File: src/rtl/i2c_temp_sensor_responder.sv
// I2C target emulating a two-byte temperature sensor: matches a 7-bit address on a
// read request and returns a 16-bit temperature MSB-first, open-drain style.
`timescale 1ns/1ps

module i2c_temp_sensor_responder #(
    parameter logic [6:0] SlaveAddress = 7'h48,
    parameter int         SyncStages   = 2
) (
    input  logic        clock,
    input  logic        Reset,
    input  logic        SCL,
    input  logic        SDAin,
    input  logic [15:0] Temperature,
    output logic        SDAdrive,
    output logic        Busy,
    output logic        ReadDone,
    output logic [2:0]  State
);

    typedef enum logic [2:0] {
        Idle    = 3'd0,
        Addr    = 3'd1,
        AckAddr = 3'd2,
        SendMsb = 3'd3,
        AckMsb  = 3'd4,
        SendLsb = 3'd5,
        AckLsb  = 3'd6,
        Ignore  = 3'd7
    } stateT;

    stateT                 stateReg, stateNext;
    logic [SyncStages-1:0] sclSync, sdaSync;
    logic                  sclPrev, sdaPrev;
    logic                  sclNow, sdaNow;
    logic                  sclRise, sclFall, startSeen, stopSeen;
    logic [2:0]            bitCount, countNext;
    logic [15:0]           shiftReg, shiftNext;
    logic                  byteDone, byteDoneNext;
    logic                  driveNext, busyNext, doneNext;

    // SDA may only change while SCL is low, so an SDA edge with SCL high is a bus condition
    assign sclNow    = sclSync[SyncStages-1];
    assign sdaNow    = sdaSync[SyncStages-1];
    assign sclRise   = sclNow & ~sclPrev;
    assign sclFall   = ~sclNow & sclPrev;
    assign startSeen = sclNow & sdaPrev & ~sdaNow;
    assign stopSeen  = sclNow & ~sdaPrev & sdaNow;
    assign State     = stateReg;

    always_ff @(posedge clock) begin
        if (Reset) begin
            sclSync  <= '1;
            sdaSync  <= '1;
            sclPrev  <= 1'b1;
            sdaPrev  <= 1'b1;
            stateReg <= Idle;
            bitCount <= 3'd0;
            shiftReg <= 16'd0;
            byteDone <= 1'b0;
            SDAdrive <= 1'b0;
            Busy     <= 1'b0;
            ReadDone <= 1'b0;
        end else begin
            sclSync  <= {sclSync[SyncStages-2:0], SCL};
            sdaSync  <= {sdaSync[SyncStages-2:0], SDAin};
            sclPrev  <= sclNow;
            sdaPrev  <= sdaNow;
            stateReg <= stateNext;
            bitCount <= countNext;
            shiftReg <= shiftNext;
            byteDone <= byteDoneNext;
            SDAdrive <= driveNext;
            Busy     <= busyNext;
            ReadDone <= doneNext;
        end
    end

    always_comb begin
        stateNext    = stateReg;
        countNext    = bitCount;
        shiftNext    = shiftReg;
        byteDoneNext = byteDone;
        driveNext    = SDAdrive;
        busyNext     = Busy;
        doneNext     = 1'b0;
        if (startSeen) begin
            stateNext    = Addr;
            countNext    = 3'd0;
            byteDoneNext = 1'b0;
            driveNext    = 1'b0;
            busyNext     = 1'b0;
        end else if (stopSeen) begin
            stateNext = Idle;
            driveNext = 1'b0;
            busyNext  = 1'b0;
        end else begin
            case (stateReg)
                Addr: begin
                    if (sclRise) begin
                        shiftNext = {shiftReg[14:0], sdaNow};
                        countNext = bitCount + 3'd1;
                        if (bitCount == 3'd7) byteDoneNext = 1'b1;
                    end else if (sclFall && byteDone) begin
                        byteDoneNext = 1'b0;
                        if (shiftReg[7:1] == SlaveAddress && shiftReg[0]) begin
                            stateNext = AckAddr;
                            driveNext = 1'b1;
                            busyNext  = 1'b1;
                            shiftNext = Temperature;
                        end else begin
                            stateNext = Ignore;
                            driveNext = 1'b0;
                        end
                    end
                end
                AckAddr: begin
                    if (sclFall) begin
                        stateNext = SendMsb;
                        driveNext = ~shiftReg[15];
                        shiftNext = {shiftReg[14:0], 1'b0};
                        countNext = 3'd0;
                    end
                end
                // bitCount tracks how many of the byte's bits have already been presented
                SendMsb, SendLsb: begin
                    if (sclFall) begin
                        if (bitCount == 3'd7) begin
                            stateNext = (stateReg == SendMsb) ? AckMsb : AckLsb;
                            driveNext = 1'b0;
                            countNext = 3'd0;
                        end else begin
                            driveNext = ~shiftReg[15];
                            shiftNext = {shiftReg[14:0], 1'b0};
                            countNext = bitCount + 3'd1;
                        end
                    end
                end
                AckMsb: begin
                    if (sclRise && sdaNow) begin
                        stateNext = Ignore;
                        busyNext  = 1'b0;
                    end else if (sclFall) begin
                        stateNext = SendLsb;
                        driveNext = ~shiftReg[15];
                        shiftNext = {shiftReg[14:0], 1'b0};
                        countNext = 3'd0;
                    end
                end
                AckLsb: begin
                    if (sclRise) begin
                        stateNext = Ignore;
                        busyNext  = 1'b0;
                        doneNext  = 1'b1;
                    end
                end
                default: begin
                    driveNext = 1'b0;
                end
            endcase
        end
    end

endmodule

File: config.mk
export PLATFORM = sky130hd
export DESIGN_NAME = i2c_temp_sensor_responder
export DESIGN_NICKNAME = d
export VERILOG_FILES = /design/src/rtl/i2c_temp_sensor_responder.sv
export SDC_FILE = /design/constraint.sdc
export NUM_CORES = 1
export LEC_CHECK = 0
export CORE_MARGIN = 5
export CORE_UTILIZATION = 50
export CTS_CLUSTER_DIAMETER = 40
export DETAILED_ROUTE_END_ITERATION = 8
export GPL_ROUTABILITY_DRIVEN = 1
export MAX_ROUTING_LAYER = met4
export PLACE_DENSITY = 0.74
export RECOVER_POWER = 100
export SLEW_MARGIN = 20
export SYNTH_ARGS = -nofsm -noshare
export SYNTH_HDL_FRONTEND = slang
export SYNTH_SLANG_ARGS = --single-unit
File: constraint.sdc
create_clock -name clock -period 2.25 [get_ports clock]
set_input_delay 0.45 -clock clock [delete_from_list [all_inputs] [get_ports clock]]
set_output_delay 0.45 -clock clock [all_outputs]
set_load 0.01 [all_outputs]
# After elaboration in Yosys (flattened, before gate mapping)
# Cells that the tools add are included.
[op_classes] addsub=1 n_eq_ne=30 n_mux=45 n_bitwise=14 reduce_logical=19
[op_table] operator="$mux W16" count=7
[op_table] operator="$pmux W16 S4" count=1
[op_table] operator="$mux W3" count=14
[op_table] operator="$ne A4 B4 Y1 const B" count=6
[op_table] operator="$reduce_and A8 Y1" count=3
[op_table] operator="$ne A2 B2 Y1 const B" count=11
[op_table] operator="$mux W1" count=18
[op_table] operator="$pmux W3 S5" count=1
[op_table] operator="$eq A3 B3 Y1 const B" count=4
[op_table] operator="$pmux W3 S4" count=1
[op_table] operator="$reduce_and A5 Y1" count=2
[op_table] operator="$ne A3 B3 Y1 const B" count=3
[op_table] operator="$not A1 Y1" count=8
[op_table] operator="$eq A7 B7 Y1 const B" count=1
[op_table] operator="$reduce_bool A7 Y1" count=1
[op_table] operator="$and A1 B1 Y1" count=6
[op_table] operator="$eq A3 B2 Y1 const B" count=2
[op_table] operator="$reduce_and A6 Y1" count=1
[op_table] operator="$ne A5 B5 Y1 const B" count=1
[op_table] operator="$pmux W1 S5" count=1
[op_table] operator="$reduce_bool A5 Y1" count=1
[op_table] operator="$reduce_and A4 Y1" count=1
[op_table] operator="$reduce_bool A4 Y1" count=1
[op_table] operator="$reduce_or A2 Y1" count=2
[op_table] operator="other kinds (10)" count=12
[word_totals] ff_bits=32 in_bits=20

# Depth between registers and ports, before layout
[logic_depth] depth_word=8 depth_mapped=10 depth_no_buf=8

# Worst setup path before layout
# No wires, ideal clock.
[synth_path] kind="register to register" start="register bitCount[0]" end="register stateReg[2] (netlist: State[2])" t_arrival_ns=1.720 required_ns=2.184 path_slack_ns=0.464 path_stages_with_launch=9 n_path_buf=0 cell_sequence="dfxtp_1 > ha_1 > ha_1 > nor2b_2 > o311ai_4 > o211ai_2 > or2_4 > a211o_1 > a21boi_2"
[synth_between] elab_chain_cells=3
[synth_rtl] element="start: declaration" line_no="36" text="logic [2:0] bitCount, countNext;"
[synth_rtl] element="start signal: assignment" line_no="69" text="bitCount <= countNext;"
[synth_rtl] element="$eq A3 B3 Y1" line_no="127" text="if (bitCount == 3'd7) begin"
[synth_rtl] element="$ne A2 B2 Y1 (no line)"
[synth_rtl] element="$reduce_and A8 Y1 (no line)"
[synth_rtl] element="end signal: assignment" line_no="56" text="stateReg <= Idle;"
[synth_rtl] element="end signal: assignment" line_no="68" text="stateReg <= stateNext;"
[synth_rtl] element="end: declaration" line_no="31" text="stateT stateReg, stateNext;"
# No other way between the ends.
# A chain may end at the register's enable or synchronous reset.

# Worst setup path after layout
[layout_path] start="register stateReg[2] (netlist: State[2])" end="register stateReg[0] (netlist: State[0])"
[layout_between] elab_chain_cells=5
[layout_rtl] element="$eq A3 B2 Y1 / $eq A3 B3 Y1 (equally long branches)" line_no="97" text="case (stateReg)"
[layout_rtl] element="$reduce_or A2 Y1" line_no="97"
[layout_rtl] element="$pmux W3 S5" line_no="97"
[layout_rtl] element="$mux W1" line_no="92" text="end else if (stopSeen) begin"
[layout_rtl] element="$mux W1" line_no="86" text="if (startSeen) begin"
# Several ways; a longest one is shown, not always the timed one.

==> metrics.txt <==
initial antenna violation count 0; Crit. End Element flip-flop; Pre-Repair DR Iteration Count 4; Port Buf Inserts 25; post-CTS sizing 0; htree depth 2; syn nets 210; Clock Latency Late Sink 0.27 ns; Post-synth EDFFs 0; RSZ-0062 raised after global routing false; Cells after Synth 188; r2r endpoint State[0]; Peak supply drop 484 µV; Final ANT Viol Nets 0; starting density of the core 50.8%; max cap viols 0; DR DRC count 0; dpl hpwl 2760 µm; layout net count 235; Routed WL 3780 µm; DIE WIDTH 70.5 µm; largest net degree at the start of global routing 32; total global routing overflow 0; kind of critical path flip-flop to flip-flop; post-synthesis register bit count 32; placed cells 254; number of DRC markers in iteration 0 195; ys async rst share 0%; WHS Endpoint sclSync[1]; vias in the first global route 1,404; RD Place Congestion 0.989; die area 0.00497 mm²; share of layout cells above drive strength 1 20.7%; Reg2Reg Depth 6; Critical Path AT 2.30 ns; overall power 2.35 mW; startpoint types flip-flop; Non-Filler Instances 261; Hold WC Path Type flip-flop to flip-flop; post-synthesis cell area 0.00183 mm²; Slew HR 57.9%; final critical path time including I/O delays and setup 2.12 ns; clock skew 0.00729 ns; Worst-path clk slew 0.07 ns; crit-path max FO 13; Routed WL per cell 14.5 µm; clk sinks 32; Hold Fails Final Rpt 0; area grow syn2layout 17.1%; GRT Util Overall 16.4%; final core utilization 59.5%; WHS Path Cells 1; ANT cells 0; sequential cell area fraction in the yosys report 35.0%; Syn. warnings 0; TritonCTS Buffers 5; Tcrit/Tclk final 94.4%; power per cell area 1100 mW/mm²; placed cell areas 0.00210 mm²; leak pwr 0.857 nW; Top FF cell, synth dfxtp_1; # IOs 26; row cnt 22; CTS Hold Buffers Added 0; postcts setup bufs 0; setup tns final 0 ns; status complete, no violations; Fill cells 317; worst min-delay path startpoint sclSync[0]; FF-to-FF Start State[2]; Vias/cell 5.56; Setup violations, final 0; first-pass GRT wire length 6500 µm; Clock Path Buffers 2; CTS Root Cell clkbuf_8; Worst R2R Setup Slack 0.13 ns; CTS tree built; Final Cell Area 0.00215 mm²; Max Freq 471 MHz; Worst Setup SP State[2]; Die Ht 70.5 µm; Netlist cell types 49; CP required 2.43 ns; core footprint 0.00361 mm²; Mean Syn Cell Area 9.74 µm²; routed via count 1,451; worst slew pin tran 0.630 ns; Pins Over Slew Limit 0
-- placed cells by master, fill, tap and decap left out, types with 6 or more instances in the layout --
cell type,n
a211oi_2,10
a21oi_1,10
clkdlybuf4s50_1,19
dfxtp_1,32
dlygate4sd3_1,6
mux2i_1,18
nand2_1,15
nor2_1,23
o21ai_0,9
or2_2,6
-- area by class of cell --
class | count | area, µm² | share of cell area [%]
flip-flops and latches | 32 | 641 | 29.9
clock inverters | 1 | 5.00 | 0.233
clock buffers | 6 | 72.6 | 3.38
well taps | 48 | 60.1 | 2.80
multi-input cells | 142 | 1050 | 48.9
repair buffers | 30 | 310 | 14.5
inverters | 2 | 7.51 | 0.350
-- critical path, stage by stage (launching register included) --
cell	delay, ns
dfxtp_1	0.57
inv_1	0.24
or4b_4	0.54
o211ai_2	0.10
or2_4	0.17
o211ai_2	0.11
a221oi_2	0.31
-- state kept, by name (all words and copies together), names as in the netlist --
signal and count:
shiftReg 16, SDAdrive 1, bitCount 3, State 3, byteDone 1, sdaPrev 1
sclPrev 1, ReadDone 1, sclSync 2, sdaSync 2, Busy 1
-- routing by layer --
metal  vias to the layer above  track usage (%)  share of wire [%]
li1                        731                -                  -
met1                       659             21.0                 45
met2                        51             24.1                 47
met3                        10             4.46                6.5
met4                         0             7.23                2.1
met5                         -                -                  0
-- Yosys cell counts (2+ instances only) --
cell type	count	area share, %
dfxtp_1	32	35
nor2_1	23	4.7
mux2i_1	18	9.8
a211oi_2	15	10
nand2_1	15	3.1
a21oi_1	10	2.7
o21ai_0	9	2.5
or2_2	6	2.0
buf_6	4	2.5
nand3_1	4	1.1
nand3b_1	4	1.6
and2b_4	2	1.1
and4_1	2	0.96
buf_2	2	0.55
buf_4	2	0.82
clkbuf_8	2	1.5
ha_1	2	1.4
nand2b_1	2	0.68
o211ai_1	2	0.82
o211ai_2	2	1.4
xor2_1	2	0.96
-- per-stage QoR --
step	setup WS (ns)	hold slack (ns)
final	0.126	0.408
after global placement	0.334	0.392
after detailed placement	0.197	0.395
after floorplan	0.464	0.389
after CTS	0.136	0.409
after global routing	0.0342	0.438
-- power by group --
part / switching (mW) / internal, mW / leakage [nW]
Combinational: 0.586 / 0.544 / 0.554
Sequential: 0.127 / 0.691 / 0.263
Clock: 0.193 / 0.210 / 0.0410
Total: 0.907 / 1.44 / 0.857
-- worst max path at each step --
stage / slack, ns / to / cells after the start
floorplan: 0.46 / State[2] / 8
global placement: 0.33 / State[0] / 6
detailed placement: 0.20 / State[0] / 6
CTS: 0.14 / State[1] / 1
global route: 0.03 / shiftReg[4] / 7
finish: 0.13 / State[0] / 6
-- cells by family (layout without fill, tap and decap cells) --
kind of cell,Yosys count,count (layout),synth area share [%]
AOI/OAI and AO/OA,49,49,24.2
xor gates and xnor gates,2,2,0.956
adders and majority gates,2,2,1.37
buffers and inverters,14,39,6.35
DFF,32,32,35.0
muxes,18,18,9.84
and+or+nand+nor,71,71,22.3
Note: power is estimated with default switching activity, not from simulation.
==> patch, RTL diff (same settings) <==
Remove the register `ReadDone`: a continuous assignment takes its place, so the output `ReadDone` follows one clock earlier.
--- a/src/rtl/i2c_temp_sensor_responder.sv
+++ b/src/rtl/i2c_temp_sensor_responder.sv
@@ -60,5 +60,4 @@
             SDAdrive <= 1'b0;
             Busy     <= 1'b0;
-            ReadDone <= 1'b0;
         end else begin
             sclSync  <= {sclSync[SyncStages-2:0], SCL};
@@ -72,7 +71,8 @@
             SDAdrive <= driveNext;
             Busy     <= busyNext;
-            ReadDone <= doneNext;
         end
     end
+
+    assign ReadDone = doneNext;
 
     always_comb begin
Behaviour: no difference found for any inputs over 10 cycles, from zero or initial values and one cycle with Reset high; that may be too few to reach the edited logic, so the function may still have changed.
==> patch against the original RTL <==
Design area is 0.12% lower. Largest cell class unchanged. Sequential share of layout area fell by 0.84 points. Count of clock-buffer cells in the layout stayed put. Setup slack got worse by 0.0051 ns. Area after synthesis shrank 3.9%. Wire length is 0.95% higher. Highest routed layer unchanged. Sequential cell count down 1. Critical path type is now flop to output port. Power is 16% higher.
==> patch: results (changes against the original RTL) <==
status complete, no violations; initial antenna violation count 0 (unchanged); layout cells sized above 1 0.209 (+0.00273); worst path arrival time 1.68 ns (-0.62 ns); vias in the first global route 1,430 (+1.9%); ys async rst share 0 (unchanged); clk buf depth 2 (unchanged); first drt pass iteration count 4 (unchanged); GRT Overall Usage 0.167 (+0.00332); post-synth cell types 47 (-4.1%); Final GP Congestion 0.845 (-15%); Root Buffer clkbuf_4; Area contributors post-synth dfxtp_1 (35%), a211oi_2 (10%), mux2i_1 (9.7%), nor2_1 (4.1%), nand2_1 (2.3%); worst hold slack 0.428 ns (+0.0200 ns); max reg flops 16 (unchanged); R2R Path Start bitCount[0]; routed vias/inst 5.61 (+0.90%); pin count of the biggest net entering global routing 33 (+3.1%); CP max FO 12 (-1); Hold-fix buffers, CTS 0 (unchanged); Hold Path Class flop to flop; fin nets 237 (+0.85%); Crit Reg-Reg Endpoint shiftReg[3]; sequential element share of the synthesized area 0.353 (+0.00280); VDD IR max 0.674 mV (+39%); Slew headroom 0.577 (-0.00274); Reg clk slew, reported paths 0.09 ns (+0.02 ns); fillers 310 (-2.2%); Hold Path Cell Cnt 1 (unchanged); TritonCTS Buffers 5 (unchanged); hold path start sclSync[0]; internal power 1.65 mW (+14%); Reg2Reg Depth 8 (+2); global-route wire length before repair 6.42 mm (-1.3%); Post-CTS Setup Bufs 0 (unchanged); Final Skew 0.0134 ns (+0.00613 ns); top cells by count, synth dfxtp_1 (31), nor2_1 (19), mux2i_1 (17); pwr/cell area 1270 nW/µm² (+16%); Port Buf Inserts 25 (unchanged); drt total wl 3.82 mm (+0.95%); worst-skew pair later-pin latency 0.32 ns (+0.05 ns); HPWL Detailed 2.77 mm (+0.15%); n_diodes 0 (unchanged); Mapped Nets 211 (+0.48%); 1st-iter DRT viols 82 (-58%); setup slack, reg-to-reg roughly 0.13 ns; Ys Warns 0 (unchanged); Worst Hold End sclSync[1]; Leak 0.851 nW (-0.78%); Biggest register shiftReg; CTS H-tree lvls 2 (unchanged)
-- patch: changes by cell type in the layout (fill, tap and decap cells not counted), moves of 4 or more --
cell      delta
nand2_1      -4
clkbuf_8     -5
nor3_1       +4
nand2b_1     +4
clkbuf_4     +5
o21ai_0      -5
nor2_1       -4
-- patch: how the worst max path moves through the flow --
stage / start / to / slack [ns] / cells past startpoint
after CTS: bitCount[0] / shiftReg[4] / 0.07 / 8
after detailed placement: bitCount[0] / shiftReg[4] / 0.1 / 8
after floorplan: bitCount[0] / shiftReg[12] / 0.29 / 8
after global routing: bitCount[0] / shiftReg[6] / 0.01 / 8
after global placement: bitCount[0] / shiftReg[1] / 0.22 / 8
final: State[1] / State[1] / 0.12 / 2
-- patch: metrics by stage --
stage | worst slack [ns] | std cells | power, mW | area (µm²) | util
final | 0.120 | 261 | 2.73 | 2140 | 0.637
after global routing | 0.0143 | 261 | 2.92 | 2140 | 0.637
after CTS | 0.0734 | 260 | 2.73 | 2130 | 0.634
after detailed placement | 0.0999 | 253 | 2.32 | 2060 | 0.613
after global placement | 0.217 | 253 | 2.25 | 2060 | 0.613
after floorplan | 0.285 | 189 | 2.00 | 1760 | -
-- patch: worst max-delay path, stage by stage, from the launching register on --
cell and delay [ns]:
dfxtp_1 0.57, clkbuf_2 0.25, clkdlybuf4s50_1 0.55
-- patch: power by group through the flow --
stage	combinational (mW)	clock (mW)	sequential, mW
3_3_place_gp	1.43	0	0.825
2_1_floorplan	1.21	0	0.791
5_1_grt	1.63	0.448	0.848
3_5_place_dp	1.49	0	0.836
6_report	1.50	0.406	0.822
4_1_cts	1.49	0.415	0.823
-- patch: cell families after synthesis --
kind of cell / share of synthesized area
XOR/XNOR: 0.00995
adder cells (fa/ha/maj): 0.0142
multiplexers: 0.103
AO/OA/AOI/OAI: 0.237
buffers and inverters: 0.0625
AND/OR/NAND/NOR: 0.221
flip-flops: 0.353
-- patch: layout make-up --
type | count | area, µm² | share of cell area
multi-input cells | 139 | 1020 | 0.476
flip-flops and latches | 31 | 622 | 0.290
repair buffers | 35 | 362 | 0.169
well taps | 46 | 57.6 | 0.0269
clock buffers | 6 | 41.3 | 0.0193
clock inverters | 1 | 30.0 | 0.0140
inverters | 3 | 11.3 | 0.00525
-- patch: per-layer routing --
layer  track usage  vias up  share of wire
met1         0.192      682           0.45
met3        0.0464       13          0.042
li1              -      735              -
met2         0.275       34           0.49
met4        0.0672        0          0.023
met5             -        -              0
-- patch: repair_timing --
item / CTS / global route
pin swaps: 0 / 1
setup endpoints to repair: 1 / 2
cloned: 0 / 1
resized for setup: 2 / 1
